<file path="config.mk">
export PLATFORM = sky130hd
export DESIGN_NAME = pipo1
export DESIGN_NICKNAME = d
export VERILOG_FILES = /design/src/rtl/pipo1.sv
export SDC_FILE = /design/constraint.sdc
export NUM_CORES = 1
export LEC_CHECK = 0
export CORE_MARGIN = 1.5
export CORE_UTILIZATION = 40
export CTS_BUF_LIST = sky130_fd_sc_hd__clkbuf_16
export CTS_CLUSTER_DIAMETER = 80
export DETAILED_ROUTE_END_ITERATION = 12
export PLACE_DENSITY = 0.85
export SYNTH_ARGS = -nofsm -noshare
export SYNTH_HDL_FRONTEND = slang
export SYNTH_SLANG_ARGS = --single-unit
</file>
<file path="constraint.sdc">
create_clock -name clk -period 1.9 [get_ports clk]
set_clock_uncertainty 0.05 [all_clocks]
set_input_delay 0.57 -clock clk [delete_from_list [all_inputs] [get_ports clk]]
set_output_delay 0.57 -clock clk [all_outputs]
set_load 0.02 [all_outputs]
</file>
<file path="src/rtl/pipo1.sv">
// WIDTH-bit parallel-in parallel-out register with load enable and
// synchronous active-high clear. QB comes straight from the flops.
module pipo1 #(
    parameter int WIDTH = 32
) (
    input  logic [WIDTH-1:0] I,
    input  logic             sel,
    input  logic             clk,
    output logic [WIDTH-1:0] QB,
    input  logic             rst
);

    // Clear beats load; with sel low the whole word holds.
    always_ff @(posedge clk) begin
        if (rst) begin
            QB <= '0;
        end else if (sel) begin
            QB <= I;
        end
    end

endmodule

</file>
* Word level (Yosys, flattened, before mapping) *
Cells that the tools add are included.

word-level totals
  register bits after elaboration = 32
  ROM bits = 0
  memories kept = 0
  memory bits (writable) = 0
  output and inout port bits = 32
  latch bits = 0

operators by class
  eq/ne operators = 0
  multipliers = 0
  reductions and logical operators = 0
  multiplexer cells = 0
  $lt $le $gt $ge = 0
  div/mod/pow operators = 0
  shifts and indexed selects = 0
  bitwise gates (word level) = 0
  $add $sub $neg = 0

* Logic depth before layout (Yosys ltp) *
  word-level depth = 0
  mapped depth = 4
  gate-level depth less buffers = 2

* Worst setup path after synthesis *
OpenSTA, ideal clock, no wires.

  path kind = input -> register
  start = input sel
  end = register QB[0]
  stages = 4
  path buffers = 2
  data arrival time = 1.035 ns
  path slack = 0.687 ns
  path through = buf_6 -> buf_12 -> mux2i_1 -> nor2_1

RTL lines
  what                  line  source
  start, declared       7     input logic sel,
  end signal, assigned  16    QB <= '0;
  end signal, assigned  18    QB <= I;
  end, declared         9     output logic [WIDTH-1:0] QB,

* Worst setup path in the final report *
  start = register QB[15]
  end = output QB[15]

No word-level cell between the ends.

==> metrics.txt <==
Hold Path Class=reg2reg; kind of critical path=reg2out; Die Width=56.94 um; crit share post-route=97.10%; Post-Synthesis Cell Area=1164 sq um; setup slack, reg-to-reg=1.22 ns; Hold EP=QB[25]$_SDFFE_PP0P_; Detailed Routing Iterations Pass 1=4; CP peak stage delay=0.63 ns; Detail Route Antenna Nets=0; crit end category=output port; status=completed; synth unique cells=6; # hold bufs at CTS=0; Vert. Die Dim=56.94 um; Avg Inst Size Synth=11.30 sq um; setup TNS=0 ns; Routed Wire Length=2545 um; placed insts=196; Root Buffer=clkbuf_16; Seq/Total Area, Yosys=55.05%; die area=3242 sq um; Top Family by Delay on Critical Path=buffers and inverters; clk slew on worst S/H paths=0.05 ns; crit path cell chain=clkdlybuf4s50_1; initial cell density of the core=42.20%; Clock Path Buffers=2; Hold Fails Final Rpt=0; Hold Crit Depth=2; critical path peak fanout=2; share of layout cells above drive strength 1=5.202%; vias per cell=4.569; filler instances=226; CTS H-tree lvls=2; FP Rows=19; Iter 0 DRT Violations=14; post_cts resized=0; RSZ-0062 raised after global routing=false; CTS sink cnt=32; peak supply drop=0.0009444 V; final net count=207; multi-input logic area=440.4 sq um; P_leak=0.8513 nW; Largest Register=QB; post-route insts no fill=204; drt wl/cell=12.48 um; Clock Latency Late Sink=0.26 ns; minimum clock period=1.845 ns; antenna violations before repair=0; number of post-CTS setup repair buffers=0; r2r worst-path depth=2; top flop regs=QB x32; worst path required time=1.28 ns; first-pass GRT wire length=4243 um; TritonCTS clock tree=done; Core ar.=2758 sq um; register bit total from synthesis=32; Vias=932; total CTS buffers=5; HP Start=QB[25]$_SDFFE_PP0P_; P per Cell Area=890.3 nW/um^2; max cap viols=0; Worst Tran Pin Value=0.2882 ns; CP startpoint kind=flip-flop; Ports=67; final setup fails=0; Synth Instances=103; Final HPWL DP=1894 um; Max Slew Vio Count=0; Synth Net Count=138; Layout area overhead=67.31%; grt ovf=0; largest net degree at the start of global routing=33; Relative slew margins=80.79%; reg2reg start=QB[3]$_SDFFE_PP0P_; Bufs and invs on worst path=1; fmax=542.0 MHz; ANT cells=0; residual DRC count=0; FF/Latch Area=640.6 sq um; GRT Total Usage=16.51%; Ys Warns=0; max reg flops=32; Pwr Total=1.733 mW; Arr. time, crit path=1.22 ns; RD Place Congestion=0.6771; # port buffers=66; CP max-delay cell=clkdlybuf4s50_1; vias in the first global route=986; Reg2Reg Capture Point=QB[3]$_SDFFE_PP0P_
==> synth_stat cells (all sizes together) <==
| master | count | share of area, % |
|---|---|---|
| buf | 4 | 6.1 |
| mux2i | 32 | 28 |
| dfxtp | 32 | 55 |
| nor2 | 32 | 10 |
| clkbuf | 3 | 0.97 |
==> cells in the final DEF, fill, tap and decap left out <==
master | synthesis | final
buf_12 | 3 | 1
buf_2 | 0 | 1
buf_4 | 0 | 2
clkbuf_16 | 0 | 5
clkdlybuf4s50_1 | 0 | 65
clkinv_1 | 0 | 1
dfxtp_1 | 32 | 32
inv_1 | 0 | 2
mux2i_1 | 32 | 32
nor2_1 | 32 | 32
==> routing by layer <==
layer,track usage [%],routed length [um],share of wire (%),vias up
met5,0,0,0,-
met4,2.990,12,0.47,0
met3,7.029,211,8.3,2
met2,29.56,1283,50,38
met1,18.44,1038,41,419
li1,-,-,-,473
==> kinds of logic after synthesis <==
family | share of synthesized area (%)
mux | 27.53
buf+inv | 7.097
flops | 55.05
simple gates | 10.32
==> stage by stage <==
step                      setup slack, ns  hold slack [ns]  utilization, %  instance area, sq um
after floorplan                    0.6873           0.5288               -                  1164
after global placement             0.3559           0.4208           65.65                  1810
after detailed placement           0.3486           0.4310           65.65                  1810
after CTS                         0.04924           0.4431           70.60                  1947
after global routing              0.01087           0.4825           70.60                  1947
final                             0.05513           0.4385           70.60                  1947
==> worst max path at each step <==
stage	from	endpoint	slack (ns)	depth (start not counted)
finish	QB[15]$_SDFFE_PP0P_	QB[15]	0.06	1
global route	QB[15]$_SDFFE_PP0P_	QB[15]	0.01	1
CTS	QB[15]$_SDFFE_PP0P_	QB[15]	0.05	1
detailed placement	QB[15]$_SDFFE_PP0P_	QB[15]	0.35	1
global placement	QB[19]$_SDFFE_PP0P_	QB[19]	0.36	1
floorplan	sel	QB[0]$_SDFFE_PP0P_	0.69	4
==> layout make-up <==
type	instances	area share, %
clock buffer	5	6.427
tap	31	1.992
sequential	32	32.90
multi-input combinational	64	22.62
clock inverter	3	0.5784
timing repair buffer	69	35.48
==> power breakdown <==
group,switching [mW],internal (mW)
combinational,0.122,0.169
clock,0.241,0.469
sequential,0.0196,0.713
total,0.382,1.35
(Power assumes the default switching activity.)
